`config.mk`:
```
export PLATFORM = sky130hd
export DESIGN_NAME = guess_sequencer
export DESIGN_NICKNAME = d
export VERILOG_FILES = /design/src/rtl/guess_pkg.sv /design/src/rtl/enter_debounce.sv /design/src/rtl/guess_sequencer.sv
export SDC_FILE = /design/constraint.sdc
export NUM_CORES = 1
export LEC_CHECK = 0
export BUFFER_PORTS_ARGS = -buffer_cell sky130_fd_sc_hd__buf_2
export CAP_MARGIN = 10
export CORE_AREA = 3 3 41 43
export DETAILED_ROUTE_END_ITERATION = 12
export DIE_AREA = 0 0 44 46
export RECOVER_POWER = 50
export SLEW_MARGIN = 20
export SYNTH_ARGS = -nofsm -noshare
export SYNTH_HDL_FRONTEND = slang
export SYNTH_SLANG_ARGS = --single-unit
```
`constraint.sdc`:
```
create_clock -name clk -period 3.42 [get_ports clk]
set_input_delay 0.684 -clock clk [delete_from_list [all_inputs] [get_ports clk]]
set_output_delay 0.684 -clock clk [all_outputs]
set_load 0.05 [all_outputs]
```
`src/rtl/guess_pkg.sv`:
```
// rtl/guess_pkg.sv - shared types and default constants for the guess sequencer
//
// Holds the sequencer state encoding and the default values of the
// MAX_TRIES and DEB_CYCLES parameters used by guess_sequencer and
// enter_debounce.
package guess_pkg;

    typedef enum logic [2:0] {
        S_IDLE    = 3'd0,
        S_ARM_REL = 3'd1,
        S_GUESS   = 3'd2,
        S_HOLD    = 3'd3,
        S_EVAL    = 3'd4,
        S_WIN     = 3'd5,
        S_LOSE    = 3'd6
    } state_t;

    localparam int MAX_TRIES_DEF  = 8;
    localparam int DEB_CYCLES_DEF = 50000;

endpackage

```
`src/rtl/enter_debounce.sv`:
```
// rtl/enter_debounce.sv - level debounce filter for the synchronized enter button
//
// Purpose: accepts a new input level only after it has been stable for
// DEB_CYCLES consecutive clk cycles; shorter excursions are discarded.
// Ports:
//   clk      system clock
//   reset    asynchronous active-high reset (clears level and counter)
//   i_din    already-synchronized raw level
//   o_level  filtered (accepted) level, registered
module enter_debounce
    import guess_pkg::*;
#(
    parameter int DEB_CYCLES = DEB_CYCLES_DEF
) (
    input  logic clk,
    input  logic reset,
    input  logic i_din,
    output logic o_level
);

    localparam int            CW       = $clog2(DEB_CYCLES) + 1;
    localparam logic [CW-1:0] CNT_LAST = CW'(DEB_CYCLES - 1);

    logic [CW-1:0] r_cnt;
    logic          r_level;

    // The counter runs only while the input disagrees with the accepted
    // level; any return to the accepted level restarts the qualification.
    always_ff @(posedge clk or posedge reset) begin
        if (reset) begin
            r_cnt   <= '0;
            r_level <= 1'b0;
        end else if (i_din == r_level) begin
            r_cnt <= '0;
        end else if (r_cnt == CNT_LAST) begin
            r_level <= i_din;
            r_cnt   <= '0;
        end else begin
            r_cnt <= r_cnt + 1'b1;
        end
    end

    assign o_level = r_level;

endmodule

```
`src/rtl/guess_sequencer.sv`:
```
// rtl/guess_sequencer.sv - control FSM for the number-guessing game
//
// Purpose: sequences start press, guesses, evaluation and win/lose result
// for a guessing-game datapath. Optional debounce of i_enter is compiled in
// when the macro GUESS_DEBOUNCE_EN is defined.
// Ports:
//   clk            system clock (rising edge)
//   reset          asynchronous active-high reset
//   i_enter        raw push-button, asynchronous to clk
//   i_new_game     synchronous abandon-and-restart request
//   i_over/i_under/i_equal  one-hot compare flags from the datapath
//   o_inc_actual   advance the random target counter (idle only)
//   o_update_leds  copy compare flags to LEDs (evaluation cycle)
//   o_tries_left   guesses remaining
//   o_win/o_lose   held game-result indicators
module guess_sequencer
    import guess_pkg::*;
#(
    parameter int MAX_TRIES  = MAX_TRIES_DEF,
    parameter int DEB_CYCLES = DEB_CYCLES_DEF
) (
    input  logic       clk,
    input  logic       reset,
    input  logic       i_enter,
    input  logic       i_new_game,
    input  logic       i_over,
    input  logic       i_under,
    input  logic       i_equal,
    output logic       o_inc_actual,
    output logic       o_update_leds,
    output logic [3:0] o_tries_left,
    output logic       o_win,
    output logic       o_lose
);

    localparam logic [3:0] TRIES_INIT = 4'(MAX_TRIES);

    logic [1:0] r_sync;
    logic       r_level_q;
    logic [3:0] r_tries;
    state_t     r_state;

    logic       w_level;
    logic       w_press;
    logic       w_release;
    state_t     w_next_state;
    logic [3:0] w_tries_next;
    logic       w_unused_flags;

    // Only equality steers the FSM; over/under are consumed by the LED path.
    assign w_unused_flags = i_over ^ i_under;

    always_ff @(posedge clk or posedge reset) begin
        if (reset) begin
            r_sync <= 2'b00;
        end else begin
            r_sync <= {r_sync[0], i_enter};
        end
    end

`ifdef GUESS_DEBOUNCE_EN
    enter_debounce #(
        .DEB_CYCLES (DEB_CYCLES)
    ) u_enter_debounce (
        .clk     (clk),
        .reset   (reset),
        .i_din   (r_sync[1]),
        .o_level (w_level)
    );
`else
    logic w_unused_deb;
    assign w_unused_deb = (DEB_CYCLES > 0);
    assign w_level      = r_sync[1];
`endif

    always_ff @(posedge clk or posedge reset) begin
        if (reset) begin
            r_level_q <= 1'b0;
        end else begin
            r_level_q <= w_level;
        end
    end

    assign w_press   =  w_level & ~r_level_q;
    assign w_release = ~w_level &  r_level_q;

    always_ff @(posedge clk or posedge reset) begin
        if (reset) begin
            r_state <= S_IDLE;
            r_tries <= TRIES_INIT;
        end else begin
            r_state <= w_next_state;
            r_tries <= w_tries_next;
        end
    end

    always_comb begin
        w_next_state = r_state;
        w_tries_next = r_tries;
        case (r_state)
            S_IDLE:    if (w_press)   w_next_state = S_ARM_REL;
            S_ARM_REL: if (w_release) w_next_state = S_GUESS;
            S_GUESS:   if (w_press)   w_next_state = S_HOLD;
            S_HOLD:    if (w_release) w_next_state = S_EVAL;
            S_EVAL: begin
                w_tries_next = (r_tries != 4'd0) ? r_tries - 4'd1 : 4'd0;
                // A correct guess wins even when it uses the last try.
                if (i_equal)
                    w_next_state = S_WIN;
                else if (r_tries <= 4'd1)
                    w_next_state = S_LOSE;
                else
                    w_next_state = S_GUESS;
            end
            S_WIN:     w_next_state = S_WIN;
            S_LOSE:    w_next_state = S_LOSE;
            default:   w_next_state = S_IDLE;
        endcase
        // Restart request overrides any button event seen in the same cycle.
        if (i_new_game && (r_state != S_IDLE)) begin
            w_next_state = S_IDLE;
            w_tries_next = TRIES_INIT;
        end
    end

    assign o_inc_actual  = (r_state == S_IDLE);
    assign o_update_leds = (r_state == S_EVAL);
    assign o_win         = (r_state == S_WIN);
    assign o_lose        = (r_state == S_LOSE);
    assign o_tries_left  = r_tries;

endmodule
```
==> metrics.yaml <==
status: "finished, final reports clean"
setup_violations: 0
grt_pass1_vias: 391
drc: 0
worstMarginPinSlew_ns: 0.365
crit_type: "reg2out"
synthCells: 64
track_usage_pct: 12.0
cap_violations: 0
io_pins: 15
clock_path_buffers: 2
htreeDepth: 1
synth_edf_count: 0
gp_congestion: 0.775
clock-sinks: 10
overflow: 0
areaGrowthSynthToFinish_pct: 16.1
crit_required_ns: 2.74
n_antenna_cell: 0
finalClockSkew_ns: 0.00211
relSlewSlack_pct: 75.6
synth-xor-area-share_pct: 1.61
dp_hpwl_microns: 754
synthAdderAreaFrac_pct: 0
synth.ff_latch_count: 10
dp_slack_ns: 1.52
chipWidth_microns: 44
clock-root-buffer: "clkbuf_4"
comb_power_share_pct: 28.6
start_util_pct: 40.8
cts_tree: "yes"
path_max_fanout: 9
grt_pass1_wl_microns: 1690
die-area_sq_um: 2020
endpoint_kind: "output pin"
drive_gt1_share_pct: 23.4
cp.arrival_ns: 1.49
synth_cell_types: 24
synthFlopType: "dfrtp_1"
layoutNonFillerInstCount: 92
synth-seq-area-share_pct: 46.2
max_freq_ghz: 0.460
nets: 85
rows: 13
drtAntennaViolNets: 0
ys_warn_count: 0
dr.pass1.iters: 4
clk_latency_ns: 0.26
wl_microns: 1040
p_int_w: 0.000225
postCtsHoldBufs: 0
tns_ns: 0
whs_ns: 0.350
syn-num-nets: 71
synthMuxAreaShare_pct: 0
synth-simple-area-share_pct: 25.7
ir_drop_mv: 0.265
antenna_found_initial: 0
fin_crit_ns: 2.18
grt_max_degree: 12
wire_per_inst_microns: 11.3
dp.cells: 88
finalMaxSlewViolations: 0
seqPwrFrac_pct: 42.1
finalWorstSetupSlack_ns: 1.24
switching_share_pct: 36.0
hp-class: "reg2reg"
start_kind: "register"
synth_top_family_by_area: "simple AND/OR/NAND/NOR gates"
dieHeight_microns: 46
rsz0062_at_grt: "no"
p_per_area_nw_per_um2: 557
fin_total_pwr_w: 0.000352
power_leakage_nw: 0.308
ctsResizeCount: 0
clockPowerShare_pct: 29.3
coreArea_sq_um: 1330
syn_avg_cell_area_sq_um: 8.50
avgViaCountPerCell: 5.21
fin_crit_sh_pct: 63.6
synth_area_sq_um: 544
p_sw_w: 0.000127
async_reset_ff_share_pct: 100
final-hold-violation-count: 0
cts_inserted_buffers: 3
cts_setup_buffers: 0
cts.clk_slew.worst_paths_ns: 0.06
synth_compound_area_share_pct: 17.9
first_iter_violations: 8
numPortBuffers: 12
vias: 479
through the flow:
step / cell area [sq um] / util (%)
3_5_place_dp: 596 / 44.7
2_1_floorplan: 544 / -
3_3_place_gp: 596 / 44.7
6_report: 632 / 47.4
4_1_cts: 632 / 47.4
5_1_grt: 632 / 47.4
cells in the mapped netlist, types with 2 or more instances:
cell | instances | area (sq um)
a21oi_1 | 4 | 20.0
buf_6 | 2 | 22.5
dfrtp_1 | 9 | 225
inv_1 | 5 | 18.8
nand2_1 | 5 | 18.8
nand2b_1 | 2 | 12.5
nor2_1 | 9 | 33.8
nor2b_1 | 2 | 12.5
nor3_1 | 3 | 15.0
o21ai_0 | 8 | 40.0
or2_1 | 2 | 12.5
flip-flops by register name, summed over array words and instances (netlist names):
register	count
o_tries_left	4
r_sync	2
r_state	3
r_level_q	1
area by class of cell:
class | count | area, sq um
tap | 15 | 18.8
sequential | 10 | 251
fill | 144 | 702
clock buffer | 4 | 36.3
multi-input combinational | 46 | 246
timing repair buffer | 12 | 60.1
inverter | 5 | 18.8
placed cells by master (no fill, tap or decap):
cell | netlist | layout
a21oi_1 | 4 | 4
a2bb2oi_1 | 1 | 1
a31oi_1 | 1 | 1
and3_1 | 1 | 1
buf_2 | 1 | 12
clkbuf_4 | 0 | 3
clkbuf_8 | 0 | 1
dfrtp_1 | 9 | 9
dfstp_2 | 1 | 1
inv_1 | 5 | 5
nand2_1 | 5 | 5
nand2b_1 | 2 | 2
nand3b_1 | 1 | 1
nand4_1 | 1 | 1
nor2_1 | 9 | 9
nor2b_1 | 2 | 2
nor3_1 | 3 | 3
nor4_1 | 1 | 1
o21ai_0 | 8 | 8
o21ai_1 | 1 | 1
o311ai_0 | 1 | 1
o32ai_1 | 1 | 1
or2_1 | 2 | 2
or3b_2 | 1 | 1
xnor2_1 | 1 | 1
layer usage:
layer | global-route usage (%) | vias to the layer above | routed length, microns
met5 | 0 | - | 0
met4 | 10.8 | 0 | 9
met3 | 2.37 | 2 | 72
met2 | 15.7 | 16 | 437
met1 | 16.3 | 218 | 519
li1 | - | 243 | -
power groups by stage:
stage                     Combinational [W]  Clock [W]  Sequential (W)
after CTS                          0.000101   0.000108        0.000148
after floorplan                   0.0000814          0        0.000160
final                              0.000101   0.000103        0.000148
after global routing               0.000111   0.000114        0.000151
after global placement             0.000101          0        0.000150
after detailed placement           0.000101          0        0.000150
critical path: stages (launching register included):
cell and delay, ns:
dfrtp_1 0.46, or2_1 0.34, nor2_1 0.15, buf_2 0.28
worst paths after layout:
kind                                 start               to  slack (ns)  cells past startpoint
worst max-delay path            r_state[0]     o_inc_actual        1.24                      3
worst min-delay path             r_sync[0]        r_sync[1]        0.35                      0
max in group asynchronous            reset  o_tries_left[3]        2.74                      2
worst max register to register  r_state[2]  o_tries_left[2]        1.91                      4
min in group asynchronous            reset  o_tries_left[1]        0.38                      2
worst min register to register   r_sync[0]        r_sync[1]        0.35                      0
cells by family (layout without fill, tap and decap cells):
group	Yosys count	in the layout
buf+inv	8	21
flops	10	10
xor+xnor	1	1
compound gates	17	17
simple gates	28	28
No activity file was read; power rests on OpenSTA's default activity.
